[config.mk]
export PLATFORM = sky130hd
export DESIGN_NAME = debug_link_ctrl
export DESIGN_NICKNAME = d
export VERILOG_FILES = /design/src/rtl/debug_link_ctrl.sv
export SDC_FILE = /design/constraint.sdc
export NUM_CORES = 1
export LEC_CHECK = 0
export CORE_AREA = 2 2 135 137
export CTS_CLUSTER_SIZE = 12
export DETAILED_ROUTE_END_ITERATION = 6
export DIE_AREA = 0 0 137 139
export HOLD_SLACK_MARGIN = 0.06
export PLACE_DENSITY = 0.76
export SYNTH_ARGS = -nofsm -noshare
export SYNTH_HDL_FRONTEND = slang
export SYNTH_SLANG_ARGS = --single-unit
[constraint.sdc]
create_clock -name CLK -period 5.5 [get_ports CLK]
set_input_delay 1.1 -clock CLK [delete_from_list [all_inputs] [get_ports CLK]]
set_output_delay 1.1 -clock CLK [all_outputs]
set_load 0.03 [all_outputs]
[src/rtl/debug_link_ctrl.sv]
`default_nettype none
// ============================================================================
// debug_link_ctrl : UART-side program loader, RUN/DEBUG sequencer and state dump
// Revision 1.0
// ============================================================================
module debug_link_ctrl #(
  parameter int DATA_W     = 32,
  parameter int PM_DEPTH   = 64,
  parameter int DUMP_WORDS = 128,
  parameter int MAX_CYCLES = 65535,
  localparam int BYTES     = DATA_W / 8,
  localparam int PM_AW     = (PM_DEPTH > 1) ? $clog2(PM_DEPTH) : 1,
  localparam int DA_W      = (DUMP_WORDS > 1) ? $clog2(DUMP_WORDS) : 1
) (
  input  logic              CLK,
  input  logic              RESET,
  input  logic              I_RX_EMPTY,
  input  logic [7:0]        I_RX_DATA,
  output logic              O_RD_UART,
  input  logic              I_TX_FULL,
  output logic              O_WR_UART,
  output logic [7:0]        O_DATA_UART,
  output logic              O_PM_WE,
  output logic [PM_AW-1:0]  O_PM_ADDR,
  output logic [DATA_W-1:0] O_PM_DATA,
  output logic              O_CPU_EN,
  output logic              O_CPU_RESET,
  input  logic              I_HALT,
  output logic [DA_W-1:0]   O_DUMP_ADDR,
  input  logic [DATA_W-1:0] I_DUMP_DATA
);

  localparam int NW_W = $clog2(PM_DEPTH + 1);
  localparam int BC_W = $clog2(BYTES + 1);

  typedef enum logic [2:0] {
    WAIT_N        = 3'd0,
    RECEIVE_INSTR = 3'd1,
    LOAD_PM       = 3'd2,
    WAIT_OP       = 3'd3,
    RUN           = 3'd4,
    SEND_RUN      = 3'd5,
    DEBUG         = 3'd6,
    SEND_DEBUG    = 3'd7
  } state_t;

  typedef enum logic [1:0] {
    SP_START = 2'd0,
    SP_SHIFT = 2'd1,
    SP_CAP   = 2'd2,
    SP_DRAIN = 2'd3
  } send_t;

  state_t              state;
  send_t               snd;
  logic [NW_W-1:0]     n_words;
  logic [NW_W-1:0]     pm_idx;
  logic [BC_W-1:0]     rx_cnt;
  logic [BC_W-1:0]     byte_left;
  logic [DATA_W-1:0]   asm_word;
  logic [DATA_W-1:0]   shreg;
  logic [DA_W:0]       word_idx;
  logic [31:0]         cyc_cnt;
  logic                tx_valid;
  logic [7:0]          tx_data;
  logic                pm_we;
  logic [PM_AW-1:0]    pm_addr;
  logic [DATA_W-1:0]   pm_data;
  logic                cpu_reset;
  logic                step_en;
  logic [DA_W-1:0]     dump_addr;

  logic                accept_state;
  logic                take;
  logic                run_exit;
  logic                run_en;
  logic                push;
  logic                slot_free;
  logic                last_word;
  logic [DATA_W-1:0]   asm_next;
  logic [NW_W-1:0]     idx_next;
  logic [31:0]         cnt_inc;

  assign accept_state = (state == WAIT_N) || (state == RECEIVE_INSTR) ||
                        (state == WAIT_OP) || (state == DEBUG);
  assign take      = !RESET && accept_state && !I_RX_EMPTY;
  assign run_exit  = I_HALT || (cyc_cnt == 32'(MAX_CYCLES));
  // The first RUN cycle is the core reset cycle; halt is not trusted until after it.
  assign run_en    = (state == RUN) && !cpu_reset && !run_exit;
  assign push      = tx_valid && !I_TX_FULL;
  assign slot_free = !tx_valid || !I_TX_FULL;
  assign last_word = (word_idx == (DA_W + 1)'(DUMP_WORDS));
  assign asm_next  = (asm_word << 8) | DATA_W'(I_RX_DATA);
  assign idx_next  = pm_idx + NW_W'(1);
  assign cnt_inc   = (cyc_cnt == 32'hFFFF_FFFF) ? cyc_cnt : cyc_cnt + 32'd1;

  assign O_RD_UART   = take;
  assign O_WR_UART   = push;
  assign O_DATA_UART = tx_data;
  assign O_PM_WE     = pm_we;
  assign O_PM_ADDR   = pm_addr;
  assign O_PM_DATA   = pm_data;
  assign O_CPU_EN    = run_en || step_en;
  assign O_CPU_RESET = cpu_reset;
  assign O_DUMP_ADDR = dump_addr;

  always_ff @(posedge CLK or posedge RESET) begin
    if (RESET) begin
      state     <= WAIT_N;
      snd       <= SP_START;
      n_words   <= '0;
      pm_idx    <= '0;
      rx_cnt    <= '0;
      byte_left <= '0;
      asm_word  <= '0;
      shreg     <= '0;
      word_idx  <= '0;
      cyc_cnt   <= '0;
      tx_valid  <= 1'b0;
      tx_data   <= '0;
      pm_we     <= 1'b0;
      pm_addr   <= '0;
      pm_data   <= '0;
      cpu_reset <= 1'b0;
      step_en   <= 1'b0;
      dump_addr <= '0;
    end else begin
      pm_we     <= 1'b0;
      cpu_reset <= 1'b0;
      step_en   <= 1'b0;
      if (push) tx_valid <= 1'b0;

      unique case (state)
        WAIT_N: begin
          if (take && (I_RX_DATA != 8'd0)) begin
            n_words <= (32'(I_RX_DATA) > 32'(PM_DEPTH)) ? NW_W'(PM_DEPTH)
                                                          : NW_W'(I_RX_DATA);
            pm_idx  <= '0;
            rx_cnt  <= '0;
            state   <= RECEIVE_INSTR;
          end
        end

        RECEIVE_INSTR: begin
          if (take) begin
            asm_word <= asm_next;
            if (rx_cnt == BC_W'(BYTES - 1)) begin
              rx_cnt  <= '0;
              pm_we   <= 1'b1;
              pm_addr <= pm_idx[PM_AW-1:0];
              pm_data <= asm_next;
              state   <= LOAD_PM;
            end else begin
              rx_cnt <= rx_cnt + BC_W'(1);
            end
          end
        end

        LOAD_PM: begin
          pm_idx <= idx_next;
          state  <= (idx_next < n_words) ? RECEIVE_INSTR : WAIT_OP;
        end

        WAIT_OP: begin
          if (take) begin
            case (I_RX_DATA)
              8'h52: begin
                state     <= RUN;
                cpu_reset <= 1'b1;
                cyc_cnt   <= '0;
              end
              8'h44: begin
                state     <= DEBUG;
                cpu_reset <= 1'b1;
                cyc_cnt   <= '0;
              end
              8'h4C:   state <= WAIT_N;
              default: ;
            endcase
          end
        end

        RUN: begin
          if (!cpu_reset) begin
            if (run_exit) begin
              state <= SEND_RUN;
              snd   <= SP_START;
            end else begin
              cyc_cnt <= cnt_inc;
            end
          end
        end

        DEBUG: begin
          if (take) begin
            case (I_RX_DATA)
              8'h53: begin
                step_en <= 1'b1;
                cyc_cnt <= cnt_inc;
                state   <= SEND_DEBUG;
                snd     <= SP_START;
              end
              8'h45:   state <= WAIT_OP;
              default: ;
            endcase
          end
        end

        SEND_RUN, SEND_DEBUG: begin
          unique case (snd)
            SP_START: begin
              shreg     <= DATA_W'(cyc_cnt);
              byte_left <= BC_W'(BYTES);
              word_idx  <= '0;
              snd       <= SP_SHIFT;
            end
            SP_SHIFT: begin
              if (slot_free) begin
                tx_data   <= shreg[DATA_W-1 -: 8];
                tx_valid  <= 1'b1;
                shreg     <= shreg << 8;
                byte_left <= byte_left - BC_W'(1);
                // Issue the next dump address alongside the last byte so the
                // capture costs a single dead cycle per word.
                if (byte_left == BC_W'(1)) begin
                  if (last_word) begin
                    snd <= SP_DRAIN;
                  end else begin
                    dump_addr <= word_idx[DA_W-1:0];
                    snd       <= SP_CAP;
                  end
                end
              end
            end
            SP_CAP: begin
              shreg     <= I_DUMP_DATA;
              word_idx  <= word_idx + (DA_W + 1)'(1);
              byte_left <= BC_W'(BYTES);
              snd       <= SP_SHIFT;
            end
            SP_DRAIN: begin
              if (slot_free) begin
                snd   <= SP_START;
                state <= ((state == SEND_DEBUG) && !I_HALT) ? DEBUG : WAIT_OP;
              end
            end
          endcase
        end
      endcase
    end
  end

endmodule
`default_nettype wire

-- Word level (Yosys, flattened, before mapping)
Cells that the tools add are included.
- bits in registers: 178
- latch bits: 0
- memory bits (writable): 0
- memory bits (read-only): 0
- input port bits: 45
- logic and storage cells: 168
- memories: 0
- add/subtract/negate cells: 5
- $mul: 0
- divide/modulo/power cells: 0
- order comparisons: 2
- equality and inequality tests: 38
- shift operators: 0
- multiplexer cells: 57
- bitwise logic cells: 2
- reduce and logical (&&, ||, !) cells: 46
- operators with widths (kind ; number):
    $mux 32 ; 8
    $pmux 32 s3 ; 2
    $mux 3 ; 14
    $eq 8x7->1 const B ; 5
    $add 32x1->32 const B ; 1
    $eq 32x16->1 const B ; 1
    $eq 32x32->1 const B ; 1
    $or 32x8->32 ; 1
    $pmux 3 s7 ; 1
    $ne 2x2->1 const B ; 10
    $pmux 3 s2 ; 3
    $mux 2 ; 8
    $pmux 8 s2 ; 1
    $reduce_and 3->1 ; 5
    $mux 1 ; 14
    $mux 7 ; 2
    $pmux 7 s2 ; 1
    $eq 3x3->1 const B ; 4
    $pmux 2 s3 ; 2
    $reduce_and 11->1 ; 1
    $eq 3x2->1 const B ; 3
    $ne 3x3->1 const B ; 3
    $pmux 3 s3 ; 1
    $reduce_bool 3->1 ; 3
    26 further kinds ; 55

-- Logic depth before layout (Yosys ltp)
- word-level depth: 9
- gate-level depth with buffers: 10
- mapped depth without buffers: 9

-- Least setup slack after synthesis
No wires, ideal clock.
- kind: input -> register
- start: input port I_RX_DATA[0]
- end: register state[0]
- setup time: 0.125 ns
- data arrival time: 2.986 ns
- required time: 5.375 ns
- setup slack: 2.390 ns
- stages on the path: 7
- path buffers: 1
- path through: buf_4 -> or4_4 -> or3_4 -> o41ai_1 -> a32oi_1 -> nand3_1 -> mux2_2
- cells in the longest elaborated chain, start to end: 4
- elaborated cells between the ends (all ways): 11
- classes of those cells: 8 x eq/ne; 3 x reduce/logical
- RTL lines (what ; RTL line ; text):
    start, declared ; 18 ; input logic [7:0] I_RX_DATA,
    $reduce_bool 8->1 ; 135 ; if (take && (I_RX_DATA != 8'd0)) begin
    $logic_and 1x1->1 ; 135 ;
    $ne 2x1->1 (no source line) ; n/a ;
    $reduce_and 11->1 (no source line) (*) ; n/a ;
    end signal, assigned ; 161 ; state <= (idx_next < n_words) ? RECEIVE_INSTR : WAIT_OP;
    end signal, assigned ; 244 ; state <= ((state == SEND_DEBUG) && !I_HALT) ? DEBUG : WAIT_OP;
    end, declared ; 54 ; state_t state;
Mark *: on every way between the ends. The rest lies on a longest branch, timed or not.
A chain may end at the register's enable or synchronous reset.

-- Worst setup path in the final report
- start: input port RESET
- end: output port O_RD_UART
- cells in the longest elaborated chain, start to end: 3
- RTL lines (what ; RTL line ; text):
    start, declared ; 16 ; input logic RESET,
    $logic_not 1->1 (no source line) ; n/a ;
    $logic_and 1x1->1 (2 in a row) ; 86 ; assign take = !RESET && accept_state && !I_RX_EMPTY;
    end, declared ; 19 ; output logic O_RD_UART,
Every way passes these cells.

==> results.py <==
metrics = {
    "die": {
        "core_area_um2": 17700,
        "num_rows": 49,
        "initial_core_util_pct": 50.0,
        "ios": 103,
        "dieArea_um2": 19000,
        "die_h_um": 139,
        "fp.dieW_um": 137,
    },
    "yosys": {
        "synth-edff-count": 0,
        "synth_area_um2": 8830,
        "synth_area_leader_cell": "dfrtp_1",
        "syn_avg_cell_area_um2": 9.70,
        "syn_inst": 910,
        "synth_area_leaders": "dfrtp_1 50%, nand2_1 8.0%, mux2_2 6.6%",
        "synth_ff_type": "dfrtp_1",
        "yosys.area.top_type_share_pct": 50.5,
        "seq_area_frac_synth_pct": 50.5,
        "ys_warn_count": 0,
        "synthesis.nets": 973,
        "netlist-cell-type-count": 66,
        "async_flop_share_pct": 100,
        "ys_ff_latch": 178,
    },
    "grt": {
        "groute.usage.overall_pct": 22.5,
        "gr-total-overflow": 0,
        "grt_antenna_before_repair": 0,
        "grt_pass1_wl_um": 34200,
        "grt_max_degree": 127,
        "grt_pass1_vias": 6742,
    },
    "finish": {
        "final_common_cell": "nand2_1",
        "final_cell_mix": "187 x nand2_1, 178 x dfrtp_1, 102 x clkdlybuf4s50_1",
        "drive_gt1_share_pct": 10.9,
        "syn2layout_area_growth_pct": 19.6,
        "nets": 1050,
        "antenna_cells": 0,
        "nFillCells": 1487,
    },
    "critical_path": {
        "start_kind": "input port",
        "cp.required_ns": 4.40,
        "r2r-start": "state[0]",
        "worstPathArrival_ns": 2.87,
        "end_kind": "output pin",
        "path_class": "in -> out",
        "slowest_stage": "clkdlybuf4s50_1",
        "slowest_delay_ns": 0.71,
        "crit_cells": 4,
        "rr_worst_depth": 7,
        "startpoint": "RESET",
        "cp_cell_sequence": "clkdlybuf4s50_1, or2_2, a21oi_1, clkdlybuf4s50_1",
        "crit_fanout": 5,
        "path_delay_family": "buffers and inverters",
        "critPathMostFrequentCell": "clkdlybuf4s50_1",
        "worst-path-buf-inv": 2,
    },
    "pwr": {
        "leakagePower_uw": 0.00454,
        "powerDensity_nw_per_um2": 430,
        "ir_worst_vdd_uv": 281,
    },
    "drt": {
        "drt_first_pass_iters": 5,
        "drt_iter0_markers": 697,
        "via_per_inst": 5.79,
        "ant_nets": 0,
        "drc": 0,
        "vias": 7111,
        "routed_wl_um": 20300,
        "wl_per_cell_um": 16.6,
    },
    "clock_tree": {
        "cts_resized": 0,
        "cts_sinks": 178,
        "cts_setup_buffers": 0,
        "cts_hold_buf": 0,
        "htreeDepth": 4,
        "cts-root-buf": "clkbuf_16",
        "numCtsBuffers": 17,
        "clkTransAtPathRegs_ns": 0.06,
        "clockBufferDepth": 2,
        "clk_latency_ns": 0.43,
        "cts_tree": "done",
    },
    "timing": {
        "final-setup-viol-count": 0,
        "worst_slew_pin_slew_ns": 1.05,
        "finalCriticalPeriod_ns": 3.97,
        "final-hold-violation-count": 0,
        "slew_viol_final": 0,
        "skew_ns": 0.00942,
        "tns_ns": 0,
        "relSlewSlack_pct": 29.7,
        "min_period_over_period_pct": 72.2,
        "rsz0062_at_grt": "false",
        "max_freq_mhz": 252,
        "fin_ws_ns": 1.53,
    },
    "outcome": {
        "status": "finished clean",
    },
    "placed_design": {
        "place_congestion": 0.874,
        "dp_slack_ns": 1.49,
        "dpl.hpwl_um": 13900,
        "port_buffers": 102,
    },
    "run": {
        "maxCapViolations": 0,
    },
    "worst_hold_path": {
        "min_path_type": "reg -> reg",
        "min_path_cells": 2,
        "hp-start": "asm_word[22]",
    },
}
worst reg2reg max path: stages (launching register included):
cell and delay, ns:
dfrtp_1 0.58, nor2b_1 0.50, a32oi_1 0.25, a211oi_4 0.30, o221ai_2 0.14, buf_4 0.29, or4_1 0.56, a21oi_1 0.15
final cells by class:
class / count / area (um^2) / area share [%]
clock buffers: 17 / 425 / 4.03
clock inverters: 14 / 144 / 1.36
inverters: 23 / 90.1 / 0.853
multi-input cells: 655 / 4050 / 38.3
flip-flops and latches: 178 / 4450 / 42.2
well taps: 229 / 287 / 2.71
repair buffers: 112 / 1110 / 10.5
cell usage after synthesis (7+ instances only):
library cell / instances
or4_1: 14
nand3_1: 30
inv_1: 22
clkbuf_1: 39
ha_1: 18
o21ai_0: 90
or3_1: 19
nor2_1: 29
a22o_1: 10
nand4_1: 12
a21oi_1: 44
nor2b_1: 14
mux2i_1: 7
dfrtp_1: 178
nand2_1: 187
a22oi_1: 24
and3_1: 8
mux2_2: 52
o31ai_1: 13
metal layers:
layer  wire length (um)  global-route usage (%)
met5                  0                       0
met4                282                    6.40
met3               1080                    4.02
met2               9270                    33.3
met1               9710                    33.9
worst paths after layout:
kind | to | slack (ns)
worst max-delay path | O_RD_UART | 1.53
worst min-delay path | O_PM_DATA[30] | 0.46
worst max register to register | cyc_cnt[19] | 2.64
worst min register to register | O_PM_DATA[30] | 0.46
max in group asynchronous | asm_word[20] | 3.69
min in group asynchronous | O_PM_DATA[15] | 1.27
flip-flops by register name, indices dropped and copies added (netlist names), 6 cells and up:
name and count:
O_DATA_UART 8, O_DUMP_ADDR 7, O_PM_ADDR 6, O_PM_DATA 32
asm_word 24, cyc_cnt 32, n_words 7, pm_idx 7
shreg 32, word_idx 8
logic make-up (layout without fill, tap and decap cells):
family | count (synthesis) | count (layout) | share of synthesized area [%]
AND/OR/NAND/NOR | 355 | 355 | 19.7
multiplexers | 59 | 59 | 7.43
flip-flops | 178 | 178 | 50.5
adder cells (fa/ha/maj) | 18 | 18 | 2.55
buffers and inverters | 77 | 166 | 3.70
XOR/XNOR | 8 | 8 | 0.794
AO/OA/AOI/OAI | 215 | 215 | 15.3
through the flow:
step                      instance area, um^2  util (%)  total power [uW]  instances  hold WS (ns)
after floorplan                          8830         -              2910        910         0.433
after global placement                   9990      56.6              3330       1197         0.443
after detailed placement                 9990      56.6              3370       1197         0.449
after CTS                               10600      59.8              4550       1228         0.464
after global routing                    10600      59.8              4840       1228         0.502
final                                   10600      59.8              4540       1228         0.463
power breakdown:
part           switching, uW  internal (uW)
clock                    544            635
sequential               271           1650
combinational            832            606
total                   1650           2890
Note: power is estimated with default switching activity, not from simulation.
